## config.mk

```make
export PLATFORM = sky130hd
export DESIGN_NAME = if_id_hazard_reg
export DESIGN_NICKNAME = d
export VERILOG_FILES = /design/src/rtl/if_id_hazard_reg.sv
export SDC_FILE = /design/constraint.sdc
export NUM_CORES = 1
export LEC_CHECK = 0
export CORE_ASPECT_RATIO = 0.5
export CORE_UTILIZATION = 44
export CTS_BUF_LIST = sky130_fd_sc_hd__clkbuf_8
export DETAILED_ROUTE_END_ITERATION = 16
export PLACE_DENSITY = 0.85
export SYNTH_ARGS = -nofsm -noshare
export SYNTH_HDL_FRONTEND = slang
export SYNTH_SLANG_ARGS = --single-unit
```

## constraint.sdc

```tcl
create_clock -name clk -period 4 [get_ports clk]
set_input_delay 1 -clock clk [delete_from_list [all_inputs] [get_ports clk]]
set_output_delay 1 -clock clk [all_outputs]
set_load 0.1 [all_outputs]
```

## src/rtl/if_id_hazard_reg.sv

```systemverilog
// if_id_hazard_reg: IF/ID pipeline register with load-use stall and branch-flush control.
// Latency: one cycle from pc_in/instr_in to pc_out/instr_out. A load-use stall holds the
// register (and the PC) for exactly one cycle; a taken branch squashes it to a bubble.
//
// Ports:
//   clk, reset            clock; synchronous active-low reset
//   pc_in, instr_in       fetched PC / instruction
//   branch_taken          branch resolved taken in EX/MEM
//   idex_memread, idex_rd load in ID/EX and its destination register
//   pc_out, instr_out,
//   valid_out             registered instruction and its valid flag
//   rs1, rs2, rd,
//   funct4, opcode        pre-decoded fields of instr_out
//   pc_write, ifid_write,
//   flush_idex            combinational pipeline controls
//   stall_cnt, flush_cnt,
//   issue_cnt             saturating performance counters
module if_id_hazard_reg #(
  parameter int                 PC_W      = 64,
  parameter int                 INSTR_W   = 32,
  parameter int                 CNT_W     = 16,
  parameter logic [INSTR_W-1:0] NOP_INSTR = 32'h00000013
) (
  input  logic               clk,
  input  logic               reset,
  input  logic [PC_W-1:0]    pc_in,
  input  logic [INSTR_W-1:0] instr_in,
  input  logic               branch_taken,
  input  logic               idex_memread,
  input  logic [4:0]         idex_rd,
  output logic [PC_W-1:0]    pc_out,
  output logic [INSTR_W-1:0] instr_out,
  output logic               valid_out,
  output logic [4:0]         rs1,
  output logic [4:0]         rs2,
  output logic [4:0]         rd,
  output logic [3:0]         funct4,
  output logic [6:0]         opcode,
  output logic               pc_write,
  output logic               ifid_write,
  output logic               flush_idex,
  output logic [CNT_W-1:0]   stall_cnt,
  output logic [CNT_W-1:0]   flush_cnt,
  output logic [CNT_W-1:0]   issue_cnt
);

  typedef enum logic [1:0] {
    RUN    = 2'd0,
    BUBBLE = 2'd1,
    FLUSH  = 2'd2
  } state_t;

  localparam logic [CNT_W-1:0] CNT_ONE = CNT_W'(1);
  localparam logic [CNT_W-1:0] CNT_MAX = '1;

  state_t state;
  logic   uses_rs1;
  logic   uses_rs2;
  logic   hz;

  // Field decode is a pure slice of the registered instruction.
  assign rs1    = instr_out[19:15];
  assign rs2    = instr_out[24:20];
  assign rd     = instr_out[11:7];
  assign funct4 = {instr_out[30], instr_out[14:12]};
  assign opcode = instr_out[6:0];

  // R-type, I-type ALU, load, store and branch read rs1; only R, store and branch read rs2.
  always_comb begin
    uses_rs1 = 1'b0;
    uses_rs2 = 1'b0;
    case (opcode)
      7'b0110011: begin uses_rs1 = 1'b1; uses_rs2 = 1'b1; end
      7'b0010011: uses_rs1 = 1'b1;
      7'b0000011: uses_rs1 = 1'b1;
      7'b0100011: begin uses_rs1 = 1'b1; uses_rs2 = 1'b1; end
      7'b1100011: begin uses_rs1 = 1'b1; uses_rs2 = 1'b1; end
      default: ;
    endcase
  end

  // Masked in BUBBLE so the same load-use pair can never stall twice.
  assign hz = valid_out && (state != BUBBLE) && idex_memread && (idex_rd != 5'd0) &&
              ((uses_rs1 && (idex_rd == rs1)) || (uses_rs2 && (idex_rd == rs2)));

  // Priority: reset > branch flush > load-use stall > normal advance.
  always_comb begin
    pc_write   = 1'b1;
    ifid_write = 1'b1;
    flush_idex = 1'b0;
    if (!reset) begin
      ifid_write = 1'b0;
      flush_idex = 1'b1;
    end else if (branch_taken) begin
      flush_idex = 1'b1;
    end else if (hz) begin
      pc_write   = 1'b0;
      ifid_write = 1'b0;
      flush_idex = 1'b1;
    end
  end

  always_ff @(posedge clk) begin
    if (!reset) begin
      pc_out    <= '0;
      instr_out <= NOP_INSTR;
      valid_out <= 1'b0;
      state     <= RUN;
      stall_cnt <= '0;
      flush_cnt <= '0;
      issue_cnt <= '0;
    end else begin
      if (branch_taken) begin
        pc_out    <= '0;
        instr_out <= NOP_INSTR;
        valid_out <= 1'b0;
        state     <= FLUSH;
        if (flush_cnt != CNT_MAX) flush_cnt <= flush_cnt + CNT_ONE;
      end else if (hz) begin
        // pc_out/instr_out/valid_out hold; ID/EX receives a bubble.
        state <= BUBBLE;
        if (stall_cnt != CNT_MAX) stall_cnt <= stall_cnt + CNT_ONE;
      end else begin
        pc_out    <= pc_in;
        instr_out <= instr_in;
        valid_out <= 1'b1;
        state     <= RUN;
      end

      // An instruction is issued when it leaves this stage un-squashed.
      if (valid_out && !flush_idex && (issue_cnt != CNT_MAX))
        issue_cnt <= issue_cnt + CNT_ONE;
    end
  end

endmodule

```

== Word level (Yosys, flattened, before mapping) ==
Cells that the tools add are included.

* Register bits: 147
* Input port bits: 105
* Output and inout bits: 174

* Add/subtract/negate cells: 3
* Eq/ne operators: 11
* Mux-type cells: 11
* Bitwise operators: 2
* Reductions and logical operators: 16

{| class="wikitable"
|+ Operators by type and width
! kind !! number
|-
| $add 16x1->16 const B || 3
|-
| $ne 16x16->1 const B || 3
|-
| $eq 7x6->1 const B || 2
|-
| $eq 5x5->1 || 2
|-
| $mux 1 || 10
|-
| $logic_and 1x1->1 || 8
|-
| $eq 7x2->1 const B || 1
|-
| $eq 7x5->1 const B || 1
|-
| $eq 7x7->1 const B || 1
|-
| $reduce_bool 5->1 || 1
|-
| $reduce_or 5->1 || 1
|-
| $reduce_and 3->1 || 1
|-
| $reduce_or 3->1 || 1
|-
| $mux 2 || 1
|-
| $ne 2x1->1 const B || 1
|-
| $not 1->1 || 2
|-
| $reduce_and 2->1 || 1
|-
| $reduce_or 2->1 || 1
|-
| $logic_not 1->1 || 1
|-
| $logic_or 1x1->1 || 1
|}

== Depth between registers and ports, before layout ==
Gate-level depths: netlist of the first run.

* Word-level depth: 12
* Gate-level depth with buffers: 10

== Worst setup path after synthesis of the first run ==
Ideal clock, no wire load.

* Path kind: in2out
* Start: in idex_rd[1]
* End: out ifid_write
* Arrival time: 3.491 ns
* Required time: 3.000 ns
* Setup slack: -0.491 ns
* Stages on the path: 8
* Path buffers: 2
* Cell sequence: or4_1 nor2_2 a211oi_2 nand2_1 buf_2 buf_2 nor2_1 nor2_1

* Cells in the longest elaborated chain, start to end: 7
* Elaborated cells between the ends (all ways): 11
* Those cells by class: 2 x eq/ne; 3 x mux; 6 x reduce/logical

{| class="wikitable"
|+ RTL lines
! element !! RTL line !! source
|-
| start: declaration || 30 || <nowiki>input logic [4:0] idex_rd,</nowiki>
|-
| $eq 5x5->1 || 84 || <nowiki>((uses_rs1 && (idex_rd == rs1)) || (uses_rs2 && (idex_rd == rs2)));</nowiki>
|-
| $logic_and 1x1->1 || 84 ||
|-
| $logic_or 1x1->1 || 84 ||
|-
| $logic_and 1x1->1 (*) || 83 || <nowiki>assign hz = valid_out && (state != BUBBLE) && idex_memread && (idex_rd != 5'd0) &&</nowiki>
|-
| $mux 1 (*) || 96 || <nowiki>end else if (hz) begin</nowiki>
|-
| $mux 1 (*) || 94 || <nowiki>end else if (branch_taken) begin</nowiki>
|-
| $mux 1 (*) || 91 || <nowiki>if (!reset) begin</nowiki>
|-
| end: declaration || 40 || <nowiki>output logic ifid_write,</nowiki>
|}

Every way passes the cells marked *; elsewhere a longest branch is shown, timed or not.

== Worst setup path after layout of the first run ==
Same ends and word-level chain as after synthesis.

==> summary.txt, run 1 <==
Register bit total from synthesis -> 147
Initial antenna violation count -> 0
# setup viols final -> 0
CTS buffer count -> 17
Syn Nets -> 858
Most frequent cell after synthesis -> nand2_1
Final Skew -> 0.0158 ns
Crit path DAT -> 2.79 ns
Worst-path cell chain -> clkdlybuf4s50_1 > or4_1 > nor2_2 > a211oi_2 > nand2_4 > nor2_1 > nor2_4 > buf_12
Final GP Congestion -> 0.890
Clock Path Buffers -> 2
Post-synth top area cell -> dfxtp_1
Synth Area per Inst -> 8.08 sq um
PwrDens -> 385 nW/um^2
Worst hold-check path type -> flip-flop to flip-flop
Max Slew Vio Count -> 0
Total GRT Usage -> 0.249
Antenna cells -> 0
H-tree levels -> 4
Critical path buffers and inverters -> 2
Critical path's top delay family -> simple AND/OR/NAND/NOR gates
Routed WL -> 18000 um
Root Driver -> clkbuf_8
Design area -> 9230 sq um
Final TNS setup -> 0 ns
Detailed placement HPWL -> 12900 um
# hold bufs at CTS -> 0
Number of remaining DRC errors -> 0
CP max-delay cell -> or4_1
Main synth FF type -> dfxtp_1
CP startpoint -> idex_rd[1]
Clock slew at reported path FFs -> 0.07 ns
Row Count -> 29
Synth area leaders -> dfxtp_1 49%, nand2_1 13%, a21oi_1 8.9%
Post-synth EDFFs -> 0
CTS tree -> yes
R2r startpoint -> valid_out
Period utilisation layout -> 0.948
Io pins -> 279
Worst Setup Start Kind -> primary input
IO buf count -> 278
Vias -> 6079
Cell count after synthesis -> 750
Placed Area -> 8780 sq um
CP endpoint kind -> output pin
Ratio of cells with drive above 1 in the final layout -> 0.0531
Grt ovf -> 0
Max_slew headroom -> 0.312
Crit-path max cell delay -> 0.58 ns
Setup Fix Bufs, Post-CTS -> 0
Chip height -> 85 um
Sink Count -> 147
YS warnings -> 0
CP max FO -> 12
Nets -> 1096
Asr flop ratio synth -> 0
Final min period -> 3.79 ns
Worst Path Required -> 3.00 ns
Slew @ Worst Pin -> 1.03 ns
Post-cts repair resize count -> 0
Wire per inst -> 15.4 um
Initial drt markers -> 323
Hold Crit Start -> pc_out[16]
Antenna-violating nets left -> 0
Area Growth Syn to Fin -> 52.2%
Initial Util -> 0.464
Core Area -> 13100 sq um
Sequential share of the synthesized area -> 0.485
Full die area -> 14300 sq um
Drt via density -> 5.20
Unrepaired setup endpoints after global routing -> false
Vias in the first global route -> 5791
P_leak -> 3.49 nW
Post-synth cell types -> 46
CP Class -> primary input to output pin
First-pass GRT wire length -> 28600 um
Commonest cells in the netlist -> 218 x nand2_1, 147 x dfxtp_1, 108 x a21oi_1, 27 x buf_4, 27 x nor2_1
Largest net degree at the start of global routing -> 94
Status -> finished clean
Chip width -> 168 um
Max rail drop VDD -> 232 uV
Drt first pass iters -> 4
Max-cap violations -> 0
Clk Latency, worst-skew pair -> 0.43 ns
Synth top area share -> 0.485
Highest Clock Rate -> 0.264 GHz
Fin. Hold Viols -> 0
Mapped Area -> 6060 sq um
state kept, by name, indices dropped and copies added, names as in the netlist:
register	count
instr_out	32
flush_cnt	16
issue_cnt	16
stall_cnt	16
state	2
pc_out	64
valid_out	1
worst paths after layout:
check	endpoint	slack (ns)	depth (start not counted)
max	ifid_write	0.21	8
min	pc_out[16]	0.45	2
max reg2reg	pc_out[39]	1.52	8
min reg2reg	pc_out[16]	0.45	2
cell families (layout without fill, tap and decap cells):
logic type               count (synthesis)  in the layout  share of synthesized area
multiplexers                             7              7                     0.0116
adder cells (fa/ha/maj)                  3              3                    0.00619
AND/OR/NAND/NOR                        339            339                      0.249
AO/OA/AOI/OAI                          155            155                      0.146
buffers and inverters                   78            327                     0.0724
flip-flops                             147            147                      0.485
XOR/XNOR                                21             21                     0.0303
worst reg2reg max path, cell delays in order (launching register included):
cell,delay [ns]
dfxtp_1,0.45
and4bb_2,0.26
o2111ai_1,0.13
a211oi_2,0.27
buf_4,0.22
and2_4,0.27
buf_4,0.51
nand2_1,0.13
a21oi_1,0.16
where the power goes:
part / leakage, nW / switching [mW] / internal [mW]
Sequential: 1.20 / 0.0317 / 1.51
Combinational: 2.07 / 0.496 / 0.212
Clock: 0.218 / 0.566 / 0.738
Total: 3.49 / 1.09 / 2.46
cell type report:
class                      count  area [sq um]
fill                        1060          3840
sequential                   147          2940
timing repair buffer         288          2890
multi-input combinational    525          2710
clock buffer                  17           234
tap                          170           213
clock inverter                13           210
inverter                       9          33.8
routing by layer:
| layer | GRT usage | up-vias | share of wire | wire [um] |
|---|---|---|---|---|
| met5 | 0 | - | 0 | 0 |
| met4 | 0.112 | 0 | 0.027 | 495 |
| met3 | 0.0508 | 37 | 0.046 | 838 |
| met2 | 0.445 | 168 | 0.50 | 9040 |
| met1 | 0.292 | 2891 | 0.43 | 7670 |
| li1 | - | 2983 | - | - |
layout by cell type (no fill, tap or decap), types with 2 or more instances in the layout:
master / count
nor3_1: 5
clkinv_4: 3
nand3_1: 26
or3_1: 13
o21ai_0: 15
a31o_2: 2
clkdlybuf4s50_1: 275
xor2_1: 9
nand4_1: 10
bufinv_16: 5
a31oi_1: 4
nand2b_1: 9
a21oi_1: 108
ha_1: 3
o41ai_1: 6
o311ai_0: 5
buf_4: 10
or4_1: 2
dfxtp_1: 147
xnor2_1: 12
and2_1: 5
clkinvlp_4: 2
o31a_1: 2
nand2_1: 217
nor4_1: 3
clkinv_2: 2
inv_1: 9
clkbuf_8: 17
mux2i_1: 7
buf_12: 3
o21a_1: 2
and4b_1: 2
a41oi_1: 3
nor2_1: 26
and4_1: 4
and3_1: 7
stage by stage:
step / setup WS, ns / std cells / power (mW) / utilization / hold slack (ns)
3_5_place_dp: 0.220 / 1139 / 2.28 / 0.672 / 0.443
3_3_place_gp: 0.284 / 1139 / 2.27 / 0.672 / 0.437
6_report: 0.207 / 1169 / 3.55 / 0.706 / 0.451
4_1_cts: 0.214 / 1169 / 3.58 / 0.706 / 0.453
2_1_floorplan: 0.158 / 750 / 2.05 / - / 0.788
5_1_grt: 0.114 / 1169 / 3.67 / 0.706 / 0.469
Power figures use the tool's default switching activity.
==> inputs of run 2 (changes only) <==
--- a/config.mk
+++ b/config.mk
@@ -9,7 +9,7 @@
 export CORE_UTILIZATION = 44
 export CTS_BUF_LIST = sky130_fd_sc_hd__clkbuf_8
 export DETAILED_ROUTE_END_ITERATION = 16
-export PLACE_DENSITY = 0.85
+export DONT_BUFFER_PORTS = 1
 export SYNTH_ARGS = -nofsm -noshare
 export SYNTH_HDL_FRONTEND = slang
 export SYNTH_SLANG_ARGS = --single-unit
==> constraint.sdc (replaced) <==
create_clock -name clk -period 4 [get_ports clk]
set_input_delay 1 -clock clk [delete_from_list [all_inputs] [get_ports clk]]
set_output_delay 1 -clock clk [all_outputs]
set_load 0.05 [all_outputs]
==> run 2 against run 1 <==
Net effect: power shrank 15%; first-iteration DRC count shrank 25%; sequential share of layout area grew 13 points; combinational power shrank 76%; sequential cell count is the same; largest power group unchanged; maximum frequency grew 16%; worst setup slack gained 0.51 ns; design area shrank 29%; hold slack gained 0.10 ns.
==> summary.txt, run 2 (synthesis gave the netlist of run 1 again) <==
Status -> finished clean (unchanged)
PwrDens -> 464 nW/um^2 (was 385 nW/um^2)
R2r startpoint -> stall_cnt[1] (was valid_out)
Final Skew -> 0.0163 ns (was 0.0158 ns)
Period utilisation layout -> 0.820 (was 0.948)
Sink Count -> 147 (unchanged)
Row Count -> 29 (unchanged)
Hold Crit Start -> instr_out[5] (was pc_out[16])
Final min period -> 3.28 ns (was 3.79 ns)
Worst Path Required -> 3.00 ns (about the same)
Initial Util -> 0.464 (unchanged)
Vias -> 4930 (was 6079)
Clock Path Buffers -> 2 (unchanged)
Chip width -> 168 um (unchanged)
Nets -> 838 (was 1096)
Placed Area -> 6120 sq um (was 8780 sq um)
Highest Clock Rate -> 0.305 GHz (was 0.264 GHz)
Most frequent cells in the layout -> 217 x nand2_1, 147 x dfxtp_1, 108 x a21oi_1 (was 275 x clkdlybuf4s50_1, 217 x nand2_1, 147 x dfxtp_1)
Post-cts repair resize count -> 0 (unchanged)
CTS buffer count -> 17 (unchanged)
Drt via density -> 5.40 (was 5.20)
Grt ovf -> 0 (unchanged)
Final GP Congestion -> 0.768 (was 0.890)
Ratio of cells with drive above 1 in the final layout -> 0.0956 (was 0.0531)
Fillers -> 1307 (was 1060)
Drt first pass iters -> 4 (unchanged)
Vias in the first global route -> 4590 (was 5791)
Clk Latency, worst-skew pair -> 0.43 ns (about the same)
Design area -> 6530 sq um (was 9230 sq um)
Top reg by flops -> pc_out (unchanged)
Clock slew at reported path FFs -> 0.09 ns (was 0.07 ns)
Worst r2r dst -> stall_cnt[9] (was pc_out[39])
Largest net degree at the start of global routing -> 94 (unchanged)
Total GRT Usage -> 0.220 (was 0.249)
# setup viols final -> 0 (unchanged)
Io pins -> 279 (unchanged)
Hold path depth -> 2 (unchanged)
Root Driver -> clkbuf_8 (unchanged)
Core Area -> 13100 sq um (unchanged)
Routed WL -> 16000 um (was 18000 um)
Setup Fix Bufs, Post-CTS -> 0 (unchanged)
Largest regs -> pc_out (64), instr_out (32) (unchanged)
CTS tree -> yes (unchanged)
Final TNS setup -> 0 ns (unchanged)
Full die area -> 14300 sq um (unchanged)
IO buf count -> 0 (was 278)
# hold bufs at CTS -> 0 (unchanged)
R2r setup slk -> 1.05 ns (was 1.52 ns)
Unrepaired setup endpoints after global routing -> false (unchanged)
Max rail drop VDD -> 181 uV (was 232 uV)
Number of remaining DRC errors -> 0 (unchanged)
P_leak -> 2.54 nW (was 3.49 nW)
Commonest non-fill, non-tap cell in the layout -> nand2_1 (was clkdlybuf4s50_1)
Chip height -> 85 um (unchanged)
Max_slew headroom -> 0.308 (was 0.312)
Slew @ Worst Pin -> 1.04 ns (was 1.03 ns)
CP Class -> flip-flop to output pin (was primary input to output pin)
Min-Delay Endpoint -> instr_out[5] (was pc_out[16])
Initial drt markers -> 243 (was 323)
Fin. Hold Viols -> 0 (unchanged)
Detailed placement HPWL -> 11100 um (was 12900 um)
Worst hold-check path type -> flip-flop to flip-flop (unchanged)
CP max FO -> 12 (unchanged)
CP endpoint kind -> output pin (unchanged)
Worst R2R Path Depth -> 7 (was 8)
Max-cap violations -> 0 (unchanged)
Max Slew Vio Count -> 0 (unchanged)
Max reg flops -> 64 (unchanged)
First-pass GRT wire length -> 24900 um (was 28600 um)
Worst Setup Start Kind -> flip-flop (was primary input)
Initial antenna violation count -> 0 (unchanged)
WHS -> 0.553 ns (was 0.451 ns)
Area Growth Syn to Fin -> 7.72% (was 52.2%)
Crit path DAT -> 2.28 ns (was 2.79 ns)
H-tree levels -> 4 (unchanged)
Wire per inst -> 17.5 um (was 15.4 um)
Antenna cells -> 0 (unchanged)
Antenna-violating nets left -> 0 (unchanged)
## run 2: cell types whose count changed in the layout (fill, tap and decap cells not counted), moves of 2 or more
cell / change
bufinv_16: -3
buf_12: -2
clkdlybuf4s50_1: -275
inv_8: +3
inv_6: +3
buf_4: +19
## run 2: worst max-delay path, cell delays in order, from the launching register on
cell     delay (ns)
dfxtp_1        0.32
buf_4          0.30
xnor2_1        0.16
nand3_1        0.09
o22ai_1        0.42
nand2_4        0.17
nor2_1         0.15
inv_1          0.05
buf_4          0.19
## run 2: area by class of cell
class	instances	area (sq um)	area share
flip-flops and latches	147	2940	0.451
multi-input cells	525	2700	0.413
repair buffers	30	238	0.0364
clock buffers	17	234	0.0358
well taps	170	213	0.0326
clock inverters	15	171	0.0263
inverters	9	33.8	0.00517
## run 2: worst max-delay path by stage
stage	start	cells after the start	slack, ns	end
finish	instr_out[19]	8	0.72	pc_write
global route	instr_out[19]	8	0.51	pc_write
CTS	instr_out[19]	8	0.67	pc_write
detailed placement	idex_rd[1]	7	0.73	ifid_write
global placement	idex_rd[1]	7	0.72	ifid_write
floorplan	idex_rd[1]	8	0.14	ifid_write
## run 2: routing by layer
metal  GRT usage  share of wire  up-vias
li1            -              -     2468
met1       0.261           0.43     2305
met2       0.370           0.48      146
met3      0.0882          0.083       11
met4      0.0592         0.0077        0
met5           0              0        -
## run 2: power by group
part,internal (mW),switching (mW)
combinational,0.0490,0.121
sequential,1.50,0.168
clock,0.575,0.614
total,2.13,0.903
## run 2: stage by stage
stage          setup WS [ns]  utilization  std cells  total power [mW]
2_1_floorplan          0.142            -        750              1.85
3_3_place_gp           0.720        0.469        881              1.87
3_5_place_dp           0.732        0.469        881              1.88
4_1_cts                0.672        0.500        913              3.07
5_1_grt                0.506        0.500        913              3.16
6_report               0.719        0.500        913              3.03
==> inputs of run 3 (changes only) <==
==> constraint.sdc (replaced) <==
create_clock -name clk -period 2.9 [get_ports clk]
set_input_delay 0.725 -clock clk [delete_from_list [all_inputs] [get_ports clk]]
set_output_delay 0.725 -clock clk [all_outputs]
set_load 0.05 [all_outputs]
==> run 3 against run 2 <==
Net effect: cell count increased by 5.0%; first-iteration DRC count increased by 4.5%; critical path depth decreased by 2; count of clock-buffer cells in the layout increased by 1; clock skew decreased by 0.0015 ns; register-to-register slack got worse by 0.60 ns; critical path type unchanged; largest power group unchanged; highest routed layer unchanged.
==> summary.txt, run 3 (synthesis gave the netlist of run 1 again) <==
Max-cap violations -> 0 (unchanged)
Internal -> 2.98 mW (was 2.13 mW)
Core Area -> 13100 sq um (unchanged)
Nets -> 884 (was 838)
Initial drt markers -> 254 (was 243)
CP endpoint kind -> output pin (unchanged)
Sw Share -> 0.297 (was 0.298)
Clk Latency, worst-skew pair -> 0.43 ns (about the same)
Unrepaired setup endpoints after global routing -> false (unchanged)
CTS buffer count -> 17 (unchanged)
Seq pwr share -> 0.537 (was 0.552)
Initial antenna violation count -> 0 (unchanged)
CTS tree -> yes (unchanged)
# setup viols final -> 0 (unchanged)
Final TNS setup -> 0 ns (unchanged)
Max Slew Vio Count -> 0 (unchanged)
Final Skew -> 0.0148 ns (was 0.0163 ns)
First-pass GRT wire length -> 24800 um (was 24900 um)
Design area -> 6900 sq um (was 6530 sq um)
Number of remaining DRC errors -> 0 (unchanged)
Max_slew headroom -> 0.340 (was 0.308)
Row Count -> 29 (unchanged)
Area of the multi-input gates -> 2710 sq um (was 2700 sq um)
Sink Count -> 147 (unchanged)
Period utilisation layout -> 0.944
Chip height -> 85 um (unchanged)
Largest net degree at the start of global routing -> 94 (unchanged)
Area Growth Syn to Fin -> 13.9% (was 7.72%)
Antenna-violating nets left -> 0 (unchanged)
Worst hold-check path type -> primary input to flip-flop (was flip-flop to flip-flop)
P_leak -> 2.79 nW (was 2.54 nW)
Top reg by flops -> pc_out (unchanged)
Drt first pass iters -> 5 (was 4)
Slew @ Worst Pin -> 0.988 ns (was 1.04 ns)
Vias in the first global route -> 4697 (was 4590)
Register area -> 2940 sq um (unchanged)
Crit path DAT -> 2.01 ns (was 2.28 ns)
Full die area -> 14300 sq um (unchanged)
Final GP Congestion -> 0.816 (was 0.768)
CP Class -> flip-flop to output pin (unchanged)
P_sw -> 1.26 mW (was 0.903 mW)
Max rail drop VDD -> 263 uV (was 181 uV)
Status -> finished clean (unchanged)
Max reg flops -> 64 (unchanged)
CP max FO -> 6 (was 12)
Largest regs -> pc_out (64), instr_out (32) (unchanged)
Most frequent cells in the layout -> 217 x nand2_1, 147 x dfxtp_1, 108 x a21oi_1 (unchanged)
PwrDens -> 613 nW/um^2 (was 464 nW/um^2)
Routed WL -> 16000 um (about the same)
Fillers -> 1259 (was 1307)
Ratio of cells with drive above 1 in the final layout -> 0.151 (was 0.0956)
Initial Util -> 0.464 (unchanged)
Grt ovf -> 0 (unchanged)
Clock Path Buffers -> 2 (unchanged)
IO buf count -> 0 (unchanged)
Wire per inst -> 16.7 um (was 17.5 um)
Combinational power share -> 0.067 (was 0.056)
Vias -> 5143 (was 4930)
Drt via density -> 5.36 (was 5.40)
Final min period -> 2.74 ns
Detailed placement HPWL -> 11400 um (was 11100 um)
Root Driver -> clkbuf_8 (unchanged)
Fin. Hold Viols -> 0 (unchanged)
Antenna cells -> 0 (unchanged)
Clock slew at reported path FFs -> 0.09 ns (about the same)
H-tree levels -> 4 (unchanged)
Total GRT Usage -> 0.220 (about the same)
Placed Area -> 6470 sq um (was 6120 sq um)
Chip width -> 168 um (unchanged)
Worst Setup Start Kind -> flip-flop (unchanged)
Clk pwr share -> 0.397 (was 0.392)
Commonest non-fill, non-tap cell in the layout -> nand2_1 (unchanged)
Worst Path Required -> 2.17 ns (was 3.00 ns)
Io pins -> 279 (unchanged)
Highest Clock Rate -> 0.365 GHz
[run 3: area by class of cell]
cell class / count / share of cell area
Inverter: 9 / 0.00489
Sequential cell: 147 / 0.426
Clock inverter: 14 / 0.0241
Clock buffer: 18 / 0.0359
Tap cell: 170 / 0.0308
Multi-Input combinational cell: 525 / 0.393
Timing Repair Buffer: 76 / 0.0850
[run 3: through the flow]
stage               power (mW)  hold WS (ns)  instances  worst slack, ns   util
finish                    4.23         0.399        959            0.164  0.528
global route              4.41         0.374        959          0.00242  0.528
CTS                       4.29         0.367        959           0.0426  0.528
detailed placement        2.60         0.540        926          -0.0172  0.495
global placement          2.60         0.536        926            0.107  0.495
floorplan                 2.55         0.667        750          -0.0560      -
[run 3: critical path, stage by stage (launching register included)]
cell	delay, ns
dfxtp_1	0.32
and4bb_2	0.28
o2111ai_1	0.18
a211oi_4	0.29
nand2_4	0.11
nor2_1	0.22
inv_2	0.18
[run 3: power groups by stage]
stage	registers, mW	clock network (mW)	logic, mW
5_1_grt	2.28	1.82	0.304
6_report	2.27	1.68	0.282
3_5_place_dp	2.32	0	0.282
4_1_cts	2.28	1.73	0.283
3_3_place_gp	2.32	0	0.277
2_1_floorplan	2.36	0	0.191
[run 3: repair_timing]
item,CTS,global route
hold buffers,0,0
setup buffers,1,0
endpoints found under the setup margin,2,2
pin swaps,1,1
endpoints found under the hold margin,0,0
gates resized for setup,1,1
[run 3: final timing paths]
kind,start,end,slack (ns),depth (start not counted)
setup / recovery,instr_out[3],pc_write,0.16,6
hold / removal,instr_in[0],instr_out[0],0.40,1
setup reg to reg,instr_out[3],pc_out[2],0.45,8
hold reg to reg,flush_cnt[2],flush_cnt[2],0.57,1
[run 3: routing by layer]
metal  share of wire  track usage  vias to the layer above
met2            0.48        0.363                      138
met5               0            0                        -
li1                -            -                     2569
met1            0.45        0.278                     2426
met3           0.069       0.0681                       10
met4          0.0064       0.0667                        0
